File: src/rtl/rr_grant_ctrl8.sv
// rr_grant_ctrl8: eight-way round-robin arbiter feeding a 3-to-8 decoder.
// Each grant is limited to MAX_HOLD cycles, and consecutive grants are
// separated by a GAP cycle followed by an IDLE cycle, so the decoder never
// sees two one-hot lines active in the same cycle.
//
//   state | meaning
//   ------+---------------------------------------------------------
//   IDLE  | no grant; arbitrate among pending requests on each edge
//   GRANT | gnt_idx owns the resource; hold_cnt counts cycles held
//   GAP   | break-before-make cycle after a release or a timeout
module rr_grant_ctrl8 #(
  parameter int MAX_HOLD = 16,
  parameter int CNT_W    = 16
) (
  input  logic       clk,
  input  logic       rst,
  input  logic [7:0] req,
  output logic       gnt_vld,
  output logic [2:0] gnt_idx,
  output logic [7:0] gnt_oh,
  output logic       timeout
);

  typedef enum logic [1:0] {
    IDLE  = 2'd0,
    GRANT = 2'd1,
    GAP   = 2'd2
  } state_t;

  localparam logic [CNT_W-1:0] HOLD_MAX = CNT_W'(MAX_HOLD);

  state_t           state;
  state_t           state_nxt;
  logic [CNT_W-1:0] hold_cnt;
  logic [CNT_W-1:0] hold_cnt_nxt;
  logic [2:0]       last;
  logic [2:0]       last_nxt;
  logic             gnt_vld_nxt;
  logic [2:0]       gnt_idx_nxt;
  logic [7:0]       gnt_oh_nxt;
  logic             timeout_nxt;

  logic [2:0]       cand;
  logic [2:0]       win_idx;
  logic             win_vld;
  logic             rel_vol;
  logic             rel_force;

  // Rotating priority search: start just after the last winner, wrap mod 8.
  // The eighth candidate is last itself, so a lone requester is re-granted.
  always_comb begin
    cand    = last;
    win_idx = last;
    win_vld = 1'b0;
    for (int i = 1; i <= 8; i++) begin
      cand = last + 3'(i);
      if (!win_vld && req[cand]) begin
        win_vld = 1'b1;
        win_idx = cand;
      end
    end
  end

  // A dropped request wins over the hold limit when both happen on one edge.
  assign rel_vol   = !req[gnt_idx];
  assign rel_force = (hold_cnt == HOLD_MAX);

  // State and all output registers; reset forces priority back to index 0.
  always_ff @(posedge clk or posedge rst) begin
    if (rst) begin
      state    <= IDLE;
      gnt_vld  <= 1'b0;
      gnt_idx  <= 3'd7;
      gnt_oh   <= 8'h00;
      timeout  <= 1'b0;
      hold_cnt <= '0;
      last     <= 3'd7;
    end else begin
      state    <= state_nxt;
      gnt_vld  <= gnt_vld_nxt;
      gnt_idx  <= gnt_idx_nxt;
      gnt_oh   <= gnt_oh_nxt;
      timeout  <= timeout_nxt;
      hold_cnt <= hold_cnt_nxt;
      last     <= last_nxt;
    end
  end

  // Next-state transitions.
  always_comb begin
    state_nxt = state;
    case (state)
      IDLE:    if (win_vld) state_nxt = GRANT;
      GRANT:   if (rel_vol || rel_force) state_nxt = GAP;
      GAP:     state_nxt = IDLE;
      default: state_nxt = IDLE;
    endcase
  end

  // Next values of the registered outputs, hold counter and priority pointer.
  always_comb begin
    gnt_vld_nxt  = gnt_vld;
    gnt_idx_nxt  = gnt_idx;
    gnt_oh_nxt   = gnt_oh;
    timeout_nxt  = 1'b0;
    hold_cnt_nxt = hold_cnt;
    last_nxt     = last;
    case (state)
      IDLE: begin
        if (win_vld) begin
          gnt_vld_nxt  = 1'b1;
          gnt_idx_nxt  = win_idx;
          gnt_oh_nxt   = 8'h01 << win_idx;
          last_nxt     = win_idx;
          hold_cnt_nxt = CNT_W'(1);
        end
      end
      GRANT: begin
        if (rel_vol) begin
          gnt_vld_nxt = 1'b0;
          gnt_oh_nxt  = 8'h00;
        end else if (rel_force) begin
          gnt_vld_nxt = 1'b0;
          gnt_oh_nxt  = 8'h00;
          timeout_nxt = 1'b1;
        end else begin
          hold_cnt_nxt = hold_cnt + CNT_W'(1);
        end
      end
      GAP: begin
        gnt_vld_nxt = 1'b0;
        gnt_oh_nxt  = 8'h00;
      end
      default: begin
        gnt_vld_nxt = 1'b0;
        gnt_oh_nxt  = 8'h00;
      end
    endcase
  end

endmodule
File: config.mk
export PLATFORM = sky130hd
export DESIGN_NAME = rr_grant_ctrl8
export DESIGN_NICKNAME = d
export VERILOG_FILES = /design/src/rtl/rr_grant_ctrl8.sv
export SDC_FILE = /design/constraint.sdc
export NUM_CORES = 1
export LEC_CHECK = 0
export BUFFER_PORTS_ARGS = -buffer_cell sky130_fd_sc_hd__buf_4
export CAP_MARGIN = 20
export CORE_MARGIN = 4
export CORE_UTILIZATION = 45
export CTS_CLUSTER_SIZE = 12
export DETAILED_ROUTE_END_ITERATION = 16
export PLACE_DENSITY = 0.61
export SLEW_MARGIN = 20
export SYNTH_ARGS = -nofsm -noshare
export SYNTH_HDL_FRONTEND = slang
export SYNTH_SLANG_ARGS = --single-unit
File: constraint.sdc
create_clock -name clk -period 7.7 [get_ports clk]
set_clock_uncertainty 0.15 [all_clocks]
set_input_delay 0.385 -clock clk [delete_from_list [all_inputs] [get_ports clk]]
set_output_delay 0.385 -clock clk [all_outputs]
set_load 0.02 [all_outputs]
Word level (Yosys, flattened, before mapping)
Index checks and enable logic that the tools add are counted.
- register bits after elaboration: 31
- input bits: 10
- output and inout bits: 13
- logic and storage cells: 102
- add/sub/neg operators: 8
- order comparisons: 8
- equality and inequality tests: 7
- shift operators: 1
- muxes and demuxes: 50
- reduce and logical (&&, ||, !) cells: 22
- operator list (operator ; number):
    $mux W16 ; 3
    $lt A3 B4 Y1 const B ; 8
    $pmux W16 S2 ; 1
    $bmux W1 S3 ; 8
    $mux W3 ; 8
    $mux W8 ; 3
    $mux W1 ; 22
    $add A16 B1 Y16 const B ; 1
    $eq A16 B5 Y1 const B ; 1
    $pmux W8 S2 ; 1
    $add A3 B3 Y3 const B ; 4
    $logic_not A1 Y1 ; 8
    $ne A2 B2 Y1 const B ; 4
    $shl A1 B3 Y8 const A ; 1
    $logic_and A1 B1 Y1 ; 7
    $add A3 B2 Y3 const B ; 2
    $reduce_and A2 Y1 ; 3
    $mux W2 ; 2
    $pmux W2 S2 ; 1
    $reduce_and A4 Y1 ; 1
    $add A3 B1 Y3 const B ; 1
    $ne A3 B3 Y1 const B ; 1
    $eq A2 B1 Y1 const B ; 1
    $logic_not A2 Y1 ; 1
    3 further kinds ; 3

Depth between registers and ports, before layout
- word-level depth: 28
- gate-level depth with buffers: 13
- gate-level depth less buffers: 9

Least setup slack after synthesis
No wires, ideal clock.
- path type: register to register
- start point: register last[1]
- end point: register gnt_oh[0]
- library setup time: 0.110 ns
- arrival: 3.522 ns
- required time: 7.440 ns
- path slack: 3.918 ns
- stages on the path, launching flop included: 13
- buffers on the path: 3
- period minus slack after synthesis: 3.782 ns
- cells stage by stage: dfstp_2 > buf_2 > buf_2 > inv_1 > ha_1 > buf_2 > mux2_1 > o22a_1 > a211oi_2 > o211ai_2 > and3b_4 > o311a_4 > o41ai_1
- word-level cells in the longest chain between the ends: 28
- elaborated cells between the ends (all ways): 60
- classes of those cells: add/sub: 7; eq/ne: 2; shift: 1; mux: 35; reduce/logical: 15
- RTL lines (what ; line ; source):
    start: declaration ; 36 ; logic [2:0] last;
    start signal: assignment ; 85 ; last <= last_nxt;
    $add A3 B1 Y3 ; 56 ; cand = last + 3'(i);
    $bmux W1 S3 ; 57 ; if (!win_vld && req[cand]) begin
    $mux W1 (not written as such) ; 57 ;
    $mux W1 ; 57 ;
    $logic_not A1 Y1 ; 57 ;
    $logic_and A1 B1 Y1 ; 57 ;
    $mux W1 ; 57 ;
    $logic_not A1 Y1 ; 57 ;
    [12 not listed] ; - ;
    $logic_and A1 B1 Y1 ; 57 ;
    $mux W1 ; 57 ;
    $logic_not A1 Y1 ; 57 ;
    $logic_and A1 B1 Y1 ; 57 ;
    $mux W3 ; 57 ;
    $shl A1 B3 Y8 ; 113 ; gnt_oh_nxt = 8'h01 << win_idx;
    $mux W8 ; 110 ; if (win_vld) begin
    $pmux W8 S2 ; 108 ; case (state)
    end signal: assignment ; 82 ; gnt_oh <= gnt_oh_nxt;
    end: declaration ; 20 ; output logic [7:0] gnt_oh,
Parallel ways exist; a longest one is shown, timed or not. The select of a mux whose other input is x is not followed.
A chain may end at the register's enable or synchronous reset.

Worst setup path after layout
- start point: register last[0]
- end point: register gnt_oh[6]
The elaborated chain is that of the path after synthesis.

==> impl_metrics.py <==
metrics = {
    "setup_path": {
        "crit_required_ns": 7.69,
        "worst_r2r_path_depth": 9,
        "reg2reg_slack_ns": 3.51,
        "r2r_end": "gnt_oh[6]$_DFFE_PP0P_",
        "r2r-start": "last[0]$_DFFE_PP1P_",
        "slowest_stage": "dfstp_2",
        "cpPeakStageDelay_ns": 0.81,
        "cp.arrival_ns": 4.18,
        "path_buf_inv": 1,
        "crit_chain": "inv_1 > ha_1 > mux4_2 > or2_1 > nor3_2 > a311o_1 > nor2_1 > mux2i_1 > o41ai_1",
        "cp_top_family": "flip-flops",
        "cp-end-kind": "register",
        "crit_path_start": "last[0]$_DFFE_PP1P_",
        "path_class": "reg2reg",
        "crit_path_max_fanout": 19,
        "crit_path_start_kind": "register",
    },
    "place": {
        "placed_area_mm2": 0.00265,
        "hpwlAfterDp_um": 4380,
        "placed_cells": 339,
        "place_congestion": 0.835,
        "numPortBuffers": 22,
    },
    "floorplan": {
        "coreArea_mm2": 0.00517,
        "die-area_mm2": 0.00667,
        "start_util_pct": 47.2,
        "rows": 26,
        "ios": 23,
        "die_x_um": 81.7,
        "fp.dieH_um": 81.7,
    },
    "timing": {
        "hold_ws_ns": 0.0167,
        "timing.final.crit_share_pct": 54.4,
        "finalMaxSlewViolations": 0,
        "hold_violations": 0,
        "finalSetupTns_ns": 0,
        "grt_setup_unrepaired": "false",
        "final.min_clock_period_ns": 4.19,
        "tightest_slew_ns": 0.766,
        "fmax_ghz": 0.239,
        "slew_headroom_pct": 48.9,
        "final-setup-viol-count": 0,
    },
    "final_layout": {
        "design_area_mm2": 0.00275,
        "fin_util_pct": 53.1,
        "drive_gt1_share_pct": 22.0,
        "area_growth_pct": 12.3,
        "num-fill-cells": 494,
        "num-nets-final": 290,
        "n_antenna_cell": 0,
        "fin_cells": 347,
    },
    "power": {
        "leakagePower_nw": 1.14,
        "p_switching_w": 0.000619,
        "switching_share_pct": 50.5,
        "p_per_area_mw_per_mm2": 446,
        "pwr-share-seq_pct": 22.1,
        "p_comb_share_pct": 66.8,
        "ir_drop_mv": 0.253,
        "power_frac_clock_pct": 11.1,
        "intPower_w": 0.000606,
    },
    "drt": {
        "wl_um": 5900,
        "first_pass_iters": 4,
        "drc": 0,
        "vias": 2121,
        "drtIter0Drc": 144,
        "ant_nets": 0,
        "vias_per_cell": 6.11,
        "avgRoutedWirePerCell_um": 17.0,
    },
    "yosys": {
        "synthFlopType": "dfrtp_1",
        "yosysWarnings": 0,
        "ys_seq_area_share_pct": 30.9,
        "synth_area_leaders": "dfrtp_1 (28%), mux4_2 (7.4%), nand2_1 (4.9%)",
        "syn_area_mm2": 0.00244,
        "synth_cell_types": 69,
        "synth_top_cell_by_area": "dfrtp_1",
        "yosys.cell_count.top_type": "nand2_1",
        "synthTopCellsByCount": "nand2_1 (32), dfrtp_1 (27), nor2_1 (24), a21oi_1 (12), inv_1 (12)",
        "syn-num-nets": 272,
        "netlist_instances": 258,
        "avgSynthCellArea_um2": 9.47,
        "ys_ff_latch": 30,
        "synth-edff-count": 0,
        "synthArstFlopShare_pct": 100,
        "synth_top_area_share_pct": 27.6,
    },
    "clock_tree": {
        "clock_tree.buffer_depth": 2,
        "cts-root-buf": "clkbuf_8",
        "cts_tree": "done",
        "holdBufCountCts": 0,
        "clock_latency_ns": 0.29,
        "cts_inserted_buffers": 5,
        "cts-htree-levels": 2,
        "clkSlewWorstSetupHoldPaths_ns": 0.07,
        "cts.sinks": 30,
        "cts_setup_buffers": 0,
        "cts_resized": 0,
    },
    "run": {
        "cap_violations": 0,
    },
    "global_routing": {
        "antenna_found_initial": 0,
        "grt_overflow": 0,
        "grt_max_degree": 31,
        "grt_pass1_wl_um": 10200,
        "grt_usage_pct": 20.0,
        "grt_pass1_vias": 2062,
    },
    "outcome": {
        "status": "completed",
    },
    "worst_hold_path": {
        "worstHoldPathType": "in2async",
    },
}
[state kept, by name (all words and copies together) (netlist names)]
signal / count
hold_cnt: 16
gnt_oh: 8
last: 3
gnt_vld: 1
state: 1
timeout: 1
[metrics by stage]
stage / setup slack (ns) / total power [W]
finish: 3.51 / 0.00123
floorplan: 3.92 / 0.000908
global route: 3.14 / 0.00133
CTS: 3.51 / 0.00123
global placement: 3.60 / 0.00108
detailed placement: 3.53 / 0.00109
[layout by cell type (no fill, tap or decap), types with 2 or more instances in the layout]
master / instances
and3_1: 3
and3b_1: 3
xnor2_1: 9
buf_4: 24
a41o_1: 2
mux4_2: 8
a31oi_1: 7
dfstp_2: 3
mux2_1: 2
dfrtp_1: 27
mux2i_1: 7
nor4b_1: 2
nand2_1: 32
clkbuf_8: 6
a2111oi_0: 3
nor2_1: 24
a211oi_2: 2
nor2b_1: 2
nor3_1: 5
a211oi_1: 2
xor2_1: 5
o21ai_0: 7
mux4_1: 2
nand2b_1: 3
inv_1: 12
nand3_1: 4
a21oi_1: 12
or2_1: 2
o211ai_1: 2
nand4_1: 6
ha_1: 4
o41ai_1: 8
[worst max path at each step]
stage,endpoint,slack [ns],depth (start not counted)
2_1_floorplan,gnt_oh[0]$_DFFE_PP0P_,3.92,12
3_3_place_gp,gnt_oh[2]$_DFFE_PP0P_,3.60,9
3_5_place_dp,gnt_oh[2]$_DFFE_PP0P_,3.53,9
4_1_cts,gnt_oh[6]$_DFFE_PP0P_,3.51,9
5_1_grt,gnt_oh[6]$_DFFE_PP0P_,3.14,9
6_report,gnt_oh[6]$_DFFE_PP0P_,3.51,9
[layout make-up]
type | instances | area (um^2) | share of cell area [%]
clock buffer | 6 | 82.6 | 3.01
clock inverter | 2 | 12.5 | 0.456
multi-input combinational | 203 | 1580 | 57.7
inverter | 12 | 45.0 | 1.64
tap | 70 | 87.6 | 3.19
sequential | 30 | 754 | 27.5
timing repair buffer | 24 | 180 | 6.56
[power groups by stage]
stage	clock [W]	sequential, W	combinational [W]
finish	0.000136	0.000271	0.000818
global route	0.000146	0.000282	0.000900
CTS	0.000140	0.000273	0.000817
detailed placement	0	0.000275	0.000815
global placement	0	0.000275	0.000809
floorplan	0	0.000241	0.000667
[layer usage]
layer | part of all wire [%] | global-route usage, % | routed length [um] | vias to the layer above
met3 | 6.3 | 5.59 | 373 | 7
met4 | 1.0 | 5.65 | 61 | 0
li1 | - | - | - | 1013
met5 | 0 | 0 | 0 | -
met2 | 44 | 29.8 | 2600 | 50
met1 | 48 | 28.3 | 2860 | 1051
[worst reg2reg max path: cells and delay by family (launching register included)]
kind                     cells  cell delay [ns]
flip-flops                   1             0.81
multiplexers                 2             0.80
AND/OR/NAND/NOR              3             0.77
AO/OA/AOI/OAI                2             0.67
adder cells (fa/ha/maj)      1             0.62
buffers and inverters        1             0.23
[logic make-up (layout without fill, tap and decap cells)]
logic type / Yosys count / in the layout / synth area share, %
simple gates: 98 / 98 / 21.2
compound gates: 65 / 65 / 21.0
buf+inv: 25 / 44 / 4.61
mux: 22 / 22 / 15.3
flops: 30 / 30 / 30.9
xor+xnor: 14 / 14 / 5.02
fa+ha+maj: 4 / 4 / 2.05
No activity file was read; power rests on OpenSTA's default activity.
